[src/rtl/core_result_collector_pkg.sv]
// Shared types and constants for the per-core result collector.
// Word0 layout: {core_id, 6'b0, hdr, status}.
package core_result_pkg;

    typedef enum logic [2:0] {
        S_HDR,
        S_STAT,
        S_DATA,
        S_W0,
        S_W1
    } state_t;

    localparam int STAT_EQUAL   = 1;
    localparam int STAT_BATCH   = 0;
    localparam int HDR_START    = 0;
    localparam int NIBBLES_DATA = 4;

    localparam int W0_ID_LSB   = 12;
    localparam int W0_HDR_LSB  = 2;
    localparam int W0_STAT_LSB = 0;

    function automatic logic [15:0] pack_word0(
        input logic [3:0] id,
        input logic [3:0] hdr,
        input logic [1:0] stat
    );
        logic [15:0] w;
        w = '0;
        w[W0_ID_LSB   +: 4] = id;
        w[W0_HDR_LSB  +: 4] = hdr;
        w[W0_STAT_LSB +: 2] = stat;
        return w;
    endfunction

endpackage

[src/rtl/core_result_collector_if.sv]
// Nibble-in / word-out handshake bundle of the result collector.
// master = collector side, slave = buffer/FIFO side.
interface core_result_collector_if;

    logic [3:0]  din;
    logic        empty;
    logic        rd_en;
    logic [15:0] dout;
    logic        wr_en;
    logic        full;

    modport master (
        input  din,
        input  empty,
        input  full,
        output rd_en,
        output dout,
        output wr_en
    );

    modport slave (
        output din,
        output empty,
        output full,
        input  rd_en,
        input  dout,
        input  wr_en
    );

endinterface

[src/rtl/core_result_collector_sat_counter.sv]
// Width-parameterised incrementer that sticks at all-ones.
module sat_counter #(
    parameter int W = 16
) (
    input  logic         i_clk,
    input  logic         i_rst_n,
    input  logic         i_inc,
    output logic [W-1:0] o_cnt
);

    logic [W-1:0] r_cnt;

    always_ff @(posedge i_clk or negedge i_rst_n) begin
        if (!i_rst_n) begin
            r_cnt <= '0;
        end else if (i_inc && (r_cnt != '1)) begin
            r_cnt <= r_cnt + W'(1);
        end
    end

    assign o_cnt = r_cnt;

endmodule

[src/rtl/core_result_collector.sv]
// Drains 4-bit result records, rebuilds them into tagged 16-bit words
// and keeps per-core result/batch statistics plus a sticky error flag.
module core_result_collector
    import core_result_pkg::*;
#(
    parameter logic [3:0] CORE_ID   = 4'h0,
    parameter int         CNT_WIDTH = 16
) (
    input  logic                   CLK,
    input  logic                   RESET_N,
    core_result_collector_if.master bus,
    output logic [CNT_WIDTH-1:0]   cnt_equal,
    output logic [CNT_WIDTH-1:0]   cnt_batch,
    output logic                   err_proto,
    output logic                   idle
);

    state_t      r_state;
    state_t      w_next;
    logic [3:0]  r_hdr;
    logic [1:0]  r_stat;
    logic [15:0] r_data;
    logic [1:0]  r_nib_cnt;
    logic [15:0] r_dout;
    logic        r_wr_en;
    logic        r_err;

    logic w_pop;
    logic w_wr0;
    logic w_wr1;
    logic w_last_nib;
    logic w_inc_equal;
    logic w_inc_batch;

    // Only the three read states may pop; write states hold off upstream.
    assign w_pop = ~bus.empty
                 & ((r_state == S_HDR)
                 |  (r_state == S_STAT)
                 |  (r_state == S_DATA));

    assign w_wr0      = (r_state == S_W0) & ~bus.full;
    assign w_wr1      = (r_state == S_W1) & ~bus.full;
    assign w_last_nib = (r_nib_cnt == 2'(NIBBLES_DATA - 1));

    always_ff @(posedge CLK or negedge RESET_N) begin
        if (!RESET_N) begin
            r_state <= S_HDR;
        end else begin
            r_state <= w_next;
        end
    end

    always_comb begin
        w_next = r_state;
        unique case (r_state)
            S_HDR: begin
                if (w_pop && bus.din[HDR_START]) begin
                    w_next = S_STAT;
                end
            end
            S_STAT: begin
                if (w_pop) begin
                    w_next = bus.din[STAT_EQUAL] ? S_DATA : S_W0;
                end
            end
            S_DATA: begin
                if (w_pop && w_last_nib) begin
                    w_next = S_W0;
                end
            end
            S_W0: begin
                if (!bus.full) begin
                    w_next = r_stat[STAT_EQUAL] ? S_W1 : S_HDR;
                end
            end
            S_W1: begin
                if (!bus.full) begin
                    w_next = S_HDR;
                end
            end
            default: w_next = S_HDR;
        endcase
    end

    always_ff @(posedge CLK or negedge RESET_N) begin
        if (!RESET_N) begin
            r_hdr     <= '0;
            r_stat    <= '0;
            r_data    <= '0;
            r_nib_cnt <= '0;
            r_err     <= 1'b0;
        end else begin
            if ((r_state == S_HDR) && w_pop) begin
                r_hdr <= bus.din;
                if (!bus.din[HDR_START]) begin
                    r_err <= 1'b1;
                end
            end
            // A 00 status is flagged but the record is still emitted.
            if ((r_state == S_STAT) && w_pop) begin
                r_stat    <= bus.din[1:0];
                r_nib_cnt <= '0;
                if (bus.din[1:0] == 2'b00) begin
                    r_err <= 1'b1;
                end
            end
            if ((r_state == S_DATA) && w_pop) begin
                r_data[{r_nib_cnt, 2'b00} +: 4] <= bus.din;
                r_nib_cnt <= r_nib_cnt + 2'd1;
            end
        end
    end

    always_ff @(posedge CLK or negedge RESET_N) begin
        if (!RESET_N) begin
            r_dout  <= '0;
            r_wr_en <= 1'b0;
        end else begin
            r_wr_en <= w_wr0 | w_wr1;
            if (w_wr0) begin
                r_dout <= pack_word0(CORE_ID, r_hdr, r_stat);
            end else if (w_wr1) begin
                r_dout <= r_data;
            end
        end
    end

    assign w_inc_equal = w_wr0 & r_stat[STAT_EQUAL];
    assign w_inc_batch = w_wr0 & r_stat[STAT_BATCH];

    sat_counter #(
        .W (CNT_WIDTH)
    ) u_cnt_equal (
        .i_clk   (CLK),
        .i_rst_n (RESET_N),
        .i_inc   (w_inc_equal),
        .o_cnt   (cnt_equal)
    );

    sat_counter #(
        .W (CNT_WIDTH)
    ) u_cnt_batch (
        .i_clk   (CLK),
        .i_rst_n (RESET_N),
        .i_inc   (w_inc_batch),
        .o_cnt   (cnt_batch)
    );

    assign bus.rd_en = w_pop;
    assign bus.dout  = r_dout;
    assign bus.wr_en = r_wr_en;
    assign err_proto = r_err;
    assign idle      = (r_state == S_HDR);

endmodule

[src/flat_wrapper.sv]
// flat-port wrapper written by rule: the top's interface ports become plain ports
module core_result_collector_flat import core_result_pkg::*;
#(
    parameter logic [3:0] CORE_ID   = 4'h0,
    parameter int         CNT_WIDTH = 16
)
  (CLK, RESET_N, cnt_equal, cnt_batch, err_proto, idle, bus_din, bus_empty, bus_full, bus_rd_en, bus_dout, bus_wr_en);
  core_result_collector_if bus_i ();
  input  logic CLK;
  input  logic RESET_N;
  output logic [CNT_WIDTH-1:0] cnt_equal;
  output logic [CNT_WIDTH-1:0] cnt_batch;
  output logic err_proto;
  output logic idle;
  input wire logic [$bits(bus_i.din)-1:0] bus_din;
  input wire logic [$bits(bus_i.empty)-1:0] bus_empty;
  input wire logic [$bits(bus_i.full)-1:0] bus_full;
  output wire logic [$bits(bus_i.rd_en)-1:0] bus_rd_en;
  output wire logic [$bits(bus_i.dout)-1:0] bus_dout;
  output wire logic [$bits(bus_i.wr_en)-1:0] bus_wr_en;
  assign bus_i.din = bus_din;
  assign bus_i.empty = bus_empty;
  assign bus_i.full = bus_full;
  assign bus_rd_en = bus_i.rd_en;
  assign bus_dout = bus_i.dout;
  assign bus_wr_en = bus_i.wr_en;
  core_result_collector #(.CORE_ID(CORE_ID), .CNT_WIDTH(CNT_WIDTH)) u_core (.CLK(CLK), .RESET_N(RESET_N), .bus(bus_i), .cnt_equal(cnt_equal), .cnt_batch(cnt_batch), .err_proto(err_proto), .idle(idle));
endmodule
[config.mk]
export PLATFORM = sky130hd
export DESIGN_NAME = core_result_collector_flat
export DESIGN_NICKNAME = d
export VERILOG_FILES = /design/src/rtl/core_result_collector_pkg.sv /design/src/rtl/core_result_collector_if.sv /design/src/rtl/core_result_collector_sat_counter.sv /design/src/rtl/core_result_collector.sv /design/src/flat_wrapper.sv
export SDC_FILE = /design/constraint.sdc
export NUM_CORES = 1
export LEC_CHECK = 0
export BUFFER_PORTS_ARGS = -buffer_cell sky130_fd_sc_hd__buf_2
export CAP_MARGIN = 0
export CORE_MARGIN = 2
export CORE_UTILIZATION = 56
export DETAILED_ROUTE_END_ITERATION = 7
export PLACE_DENSITY = 0.79
export SLEW_MARGIN = 0
export SYNTH_ARGS = -nofsm -noshare
export SYNTH_HDL_FRONTEND = slang
export SYNTH_SLANG_ARGS = --single-unit
[constraint.sdc]
create_clock -name CLK -period 2.5 [get_ports CLK]
set_input_delay 0.125 -clock CLK [delete_from_list [all_inputs] [get_ports CLK]]
set_output_delay 0.125 -clock CLK [all_outputs]
set_load 0.05 [all_outputs]
* Word-level counts from Yosys, hierarchy flattened *
Cells that the tools add are included.

word-level totals
  register bits = 77
  word-level logic and storage cells = 67
  output and inout port bits = 52

operators by class
  multiplexer cells = 17
  add/sub/neg operators = 4
  equality and inequality tests = 12
  reductions and logical operators = 12
  bitwise gates (word level) = 10
  shift operators = 2

operators by type and width
  kind                      number
  $add A16 B1 Y16 const B   2
  $mux W16                  2
  $ne A16 B16 Y1 const B    2
  $mux W3                   6
  $bwmux W16                1
  $shift A4 B6 Y16 const A  1
  $shiftx A4 B6 Y16         1
  $pmux W3 S5               1
  $logic_and A1 B1 Y1       7
  $eq A3 B2 Y1 const B      2
  $ne A2 B1 Y1 const B      3
  $neg A4 Y6                1
  $and A1 B1 Y1             5
  $mux W1                   5
  $reduce_and A5 Y1         1
  $mux W2                   2
  $ne A2 B2 Y1 const B      2
  $reduce_bool A2 Y1        2
  $eq A3 B1 Y1 const B      1
  $eq A3 B3 Y1 const B      1
  $logic_not A3 Y1          1
  $or A1 B1 Y1              3
  $add A2 B1 Y2 const B     1
  $eq A2 B2 Y1 const B      1
  2 further kinds           3

* Logic depth before layout (Yosys ltp) *
  word-level depth = 8
  gate-level depth with buffers = 6
  gate-level depth less buffers = 6

* Cells and area by module *
Synthesis repeated with hierarchy kept, for this count alone.

second synthesis, totals
  cells, all modules = 332
  area, all modules = 3888.7 µm²

modules (own cells, without submodules)
  module                 area an instance (µm²)  cells an instance  instances
  core_result_collector  2169.6                  188                1
  sat_counter            859.6                   72                 2

* Worst setup path after synthesis *
Ideal clock, no wire load.

  path kind = register to register
  start point = register u_core.u_cnt_batch.r_cnt[0] (netlist: u_core.u_cnt_batch.o_cnt[0])
  end point = register u_core.u_cnt_batch.r_cnt[12] (netlist: u_core.u_cnt_batch.o_cnt[12])
  path buffers = 1
  required time = 2375 ps
  data arrival time = 2113 ps
  stages on the path, launching flop included = 7
  setup slack = 262 ps
  period minus slack after synthesis = 2238 ps
  cell sequence = dfrtp_1 > ha_1 > nand3_1 > or4_1 > clkbuf_2 > nor2_1 > mux2_2

on the way
  cells in the longest elaborated chain, start to end = 2
  elaborated cells on any way between the ends = 3

RTL lines
  what                                                     RTL line                                 RTL
  from (decl)                                              core_result_collector_sat_counter.sv:11  logic [W-1:0] r_cnt;
  from (signal assigned)                                   core_result_collector_sat_counter.sv:17  r_cnt <= r_cnt + W'(1);
  branches (longest 2 deep; another with $add A16 B1 Y16)  --

Parallel ways; which one is timed is not known.
A chain may end at the register's enable or synchronous reset.

* Final worst setup path *
  start point = register u_core.r_state[1]
  end point = register u_core.u_cnt_equal.r_cnt[12] (netlist: u_core.u_cnt_equal.o_cnt[12])

on the way
  cells in the longest elaborated chain, start to end = 4

RTL lines
  what                    RTL line                                 RTL
  from (decl)             core_result_collector.sv:18              state_t r_state;
  from (signal assigned)  core_result_collector.sv:49              r_state <= w_next;
  $eq A3 B2 Y1            core_result_collector.sv:41              assign w_wr0 = (r_state == S_W0) & ~bus.full;
  $and A1 B1 Y1           core_result_collector.sv:41
  $and A1 B1 Y1           core_result_collector.sv:128             assign w_inc_equal = w_wr0 & r_stat[STAT_EQUAL];
  $logic_and A1 B1 Y1     core_result_collector_sat_counter.sv:16  end else if (i_inc && (r_cnt != '1)) begin
  to (signal assigned)    core_result_collector_sat_counter.sv:17
  to (decl)               core_result_collector_sat_counter.sv:11

No other way between the ends.

==> run_results.csv <==
group,metric,value,unit
synthesis,synthMuxAreaShare,0.0373,
floorplan,rows,29,
final_layout,fin_nets,433,
placement,io_buffers,59,
floorplan,pin_count,60,
sta,worst_slew_pin_slew,0.943,ns
placement,pre_cts_ws,0.477,ns
floorplan,die_y,84.0,um
synthesis,netlist_instances,358,
synthesis,synth_area_leaders,"dfrtp_1, nand2_1, xor2_1",
power,powerDensity,1020,nW/um^2
global_route,grt_busiest_layer,"met2",
synthesis,synth_top_area_cell,"dfrtp_1",
synthesis,synth_top_family_by_area,"simple AND/OR/NAND/NOR gates",
route,ant_nets,0,
floorplan,dieWidth,84.0,um
synthesis,synthArstFlopShare,1.00,
critical_path,crit_path_end_kind,"register",
floorplan,coreArea,6280,sq um
critical_path,startpoint_type,"register",
route,wire_per_inst,14.2,um
sta,clock_skew,0.00916,ns
critical_path,worstPathArrival,2.31,ns
clock_network,cts_made_buffers,9,
floorplan,start_util,0.571,
global_route,grt_pass1_wl,12200,um
placement,hpwl,4960,um
synthesis,synth_xor_area_frac,0.0635,
run,maxCapViolCount,0,
clock_network,clkTransAtPathRegs,0.08,ns
global_route,grt_max_degree,78,
synthesis,synth.avg_cell_area,10.0,sq um
clock_network,clkLatencyLatePin,0.34,ns
power,p_leak,2.04,nW
route,drtIter0Drc,183,
route,drc_errors,0,
final_layout,area_growth,15.6,%
route,routed_via_density,5.52,
sta,rsz0062_at_grt,"no",
final_layout,diodes,0,
critical_path,critical-path-max-stage-delay,0.63,ns
synthesis,synth-simple-area-share,0.212,
placement,finalWeightedCongestion,0.841,
synthesis,synth_compound_area_frac,0.104,
clock_network,cts_buffer_depth,2,
synthesis,synth-edff-count,0,
synthesis,synth_warnings,0,
critical_path,worstPathCellList,"and4bb_4 > nand4_1 > nor3_1 > mux2_2",
sta,fin_crit_sh,0.829,
synthesis,synth_most_common_cell,"nand2_1",
synthesis,ys.flop_type,"dfrtp_1",
synthesis,synth.yosys.seq_area_share,0.537,
synthesis,synth.cell_area,3590,sq um
clock_network,cts_tree,"done",
worst_hold_path,hp-class,"in2reg",
sta,finalSetupViolCount,0,
route,dr.pass1.iters,4,
global_route,use_met2,0.321,
clock_network,htree_levels,3,
sta,fin_ws,0.427,ns
sta,finalSetupTns,0,ns
global_route,grt_use_total,0.214,
sta,slew_violations,0,
global_route,grtUsageMet3,0.0495,
outcome,status,"completed",
critical_path,path_class,"reg2reg",
sta,period_needed,2.07,ns
global_route,antenna_found_initial,0,
clock_network,root_buffer,"clkbuf_8",
route,via_count,2766,
synthesis,synth_cell_types,42,
synthesis,synth-adder-area-share,0.0209,
synthesis,yosysTopAreaCellShare,0.537,
sta,fmax,0.482,GHz
power,power,4.22,mW
route,wl,7110,um
critical_path,critPathMaxFanout,16,
synthesis,synth_seq_cells,77,
synthesis,synth_nets,372,
critical_path,worst_path_max_delay_cell,"dfrtp_1",
global_route,grt_pass1_vias,2562,
final_layout,layout-drive-gt1-share,0.219,
global_route,overflow,0,
sta,hold_viol,0,
sta,slew_headroom,0.371,
clock_network,cts_sinks,77,
global_route,grt_util_met1,0.313,
synthesis,synth_common_cells,"nand2_1, dfrtp_1, o21ai_0, xor2_1, nor2_1",
clock_network,cts_resized,0,
final_layout,fin_util,0.661,
critical_path,cp.required,2.73,ns
floorplan,dieArea,7060,sq um
power,peakVddDrop,0.824,mV
report_power, final:
group / internal (mW) / switching [mW] / total (mW) / leakage, nW
Clock: 0.491 / 0.462 / 0.952 / 0.0959
Sequential: 1.53 / 0.265 / 1.80 / 1.03
Combinational: 0.429 / 1.04 / 1.47 / 0.912
Total: 2.45 / 1.76 / 4.22 / 2.04
layout make-up:
| type | count | area [sq um] |
|---|---|---|
| tap | 77 | 96.3 |
| clock buffer | 11 | 141 |
| sequential | 77 | 1930 |
| clock inverter | 5 | 58.8 |
| fill | 528 | 2130 |
| timing repair buffer | 62 | 323 |
| inverter | 8 | 30.0 |
| multi-input combinational | 261 | 1570 |
critical path: cells and delay by family (launching register included):
family | cells | cell delay (ns)
DFF | 1 | 0.63
muxes | 1 | 0.35
and+or+nand+nor | 3 | 0.97
stage by stage:
stage               hold slack [ns]  instance area [sq um]  instances
finish                       0.0714                   4150        501
global route                 0.0785                   4150        501
CTS                          0.0629                   4150        501
detailed placement            0.328                   3940        484
global placement              0.324                   3940        484
floorplan                    -0.171                   3590        358
registers in the layout (all words and copies together) (netlist names):
signal and count:
u_core.bus.dout 16, u_core.r_data 16, u_core.u_cnt_batch.o_cnt 16, u_core.u_cnt_equal.o_cnt 16, u_core.r_hdr 4, u_core.r_state 3, u_core.r_nib_cnt 2, u_core.r_stat 2
u_core.bus.wr_en 1, u_core.err_proto 1
routing by layer:
| metal | wire length, um | share of wire | vias to the layer above |
|---|---|---|---|
| met5 | 0 | 0 | - |
| met4 | 76 | 0.011 | 0 |
| met3 | 331 | 0.047 | 9 |
| met2 | 3250 | 0.46 | 59 |
| met1 | 3450 | 0.49 | 1311 |
| li1 | - | - | 1387 |
cell families after synthesis:
family,after synthesis
AND/OR/NAND/NOR,154
flip-flops,77
AO/OA/AOI/OAI,63
XOR/XNOR,26
buffers and inverters,20
multiplexers,12
adder cells (fa/ha/maj),6
worst paths after layout:
check / cells past startpoint / endpoint / slack [ns] / startpoint
worst max-delay path: 4 / u_core.u_cnt_equal.o_cnt[12] / 0.43 / u_core.r_state[1]
worst min-delay path: 3 / u_core.r_data[10] / 0.07 / bus_din[2]
worst max register to register: 4 / u_core.u_cnt_equal.o_cnt[12] / 0.43 / u_core.r_state[1]
worst min register to register: 1 / u_core.err_proto / 0.47 / u_core.err_proto
max in group asynchronous: 2 / u_core.r_hdr[0] / 1.42 / RESET_N
min in group asynchronous: 2 / u_core.bus.wr_en / 0.43 / RESET_N
layout by cell type, fill, tap and decap left out, types with 4 or more instances in the layout:
| cell type | n |
|---|---|
| nor4b_1 | 4 |
| buf_2 | 58 |
| nor3_1 | 13 |
| o21ai_0 | 32 |
| nor2_1 | 14 |
| o22ai_1 | 6 |
| and3_1 | 4 |
| nand2_1 | 80 |
| a21oi_1 | 8 |
| ha_1 | 6 |
| nand3_1 | 9 |
| xnor2_1 | 6 |
| xor2_1 | 20 |
| nand4_1 | 6 |
| clkbuf_8 | 10 |
| inv_1 | 8 |
| and4_1 | 4 |
| dfrtp_1 | 77 |
| nor4_1 | 8 |
| mux2_2 | 11 |
| o2111ai_1 | 4 |
timing repair:
item,CTS,global route
hold endpoints to repair,77,0
buffers inserted,0,0
hold buffers,1,0
(Power assumes the default switching activity.)
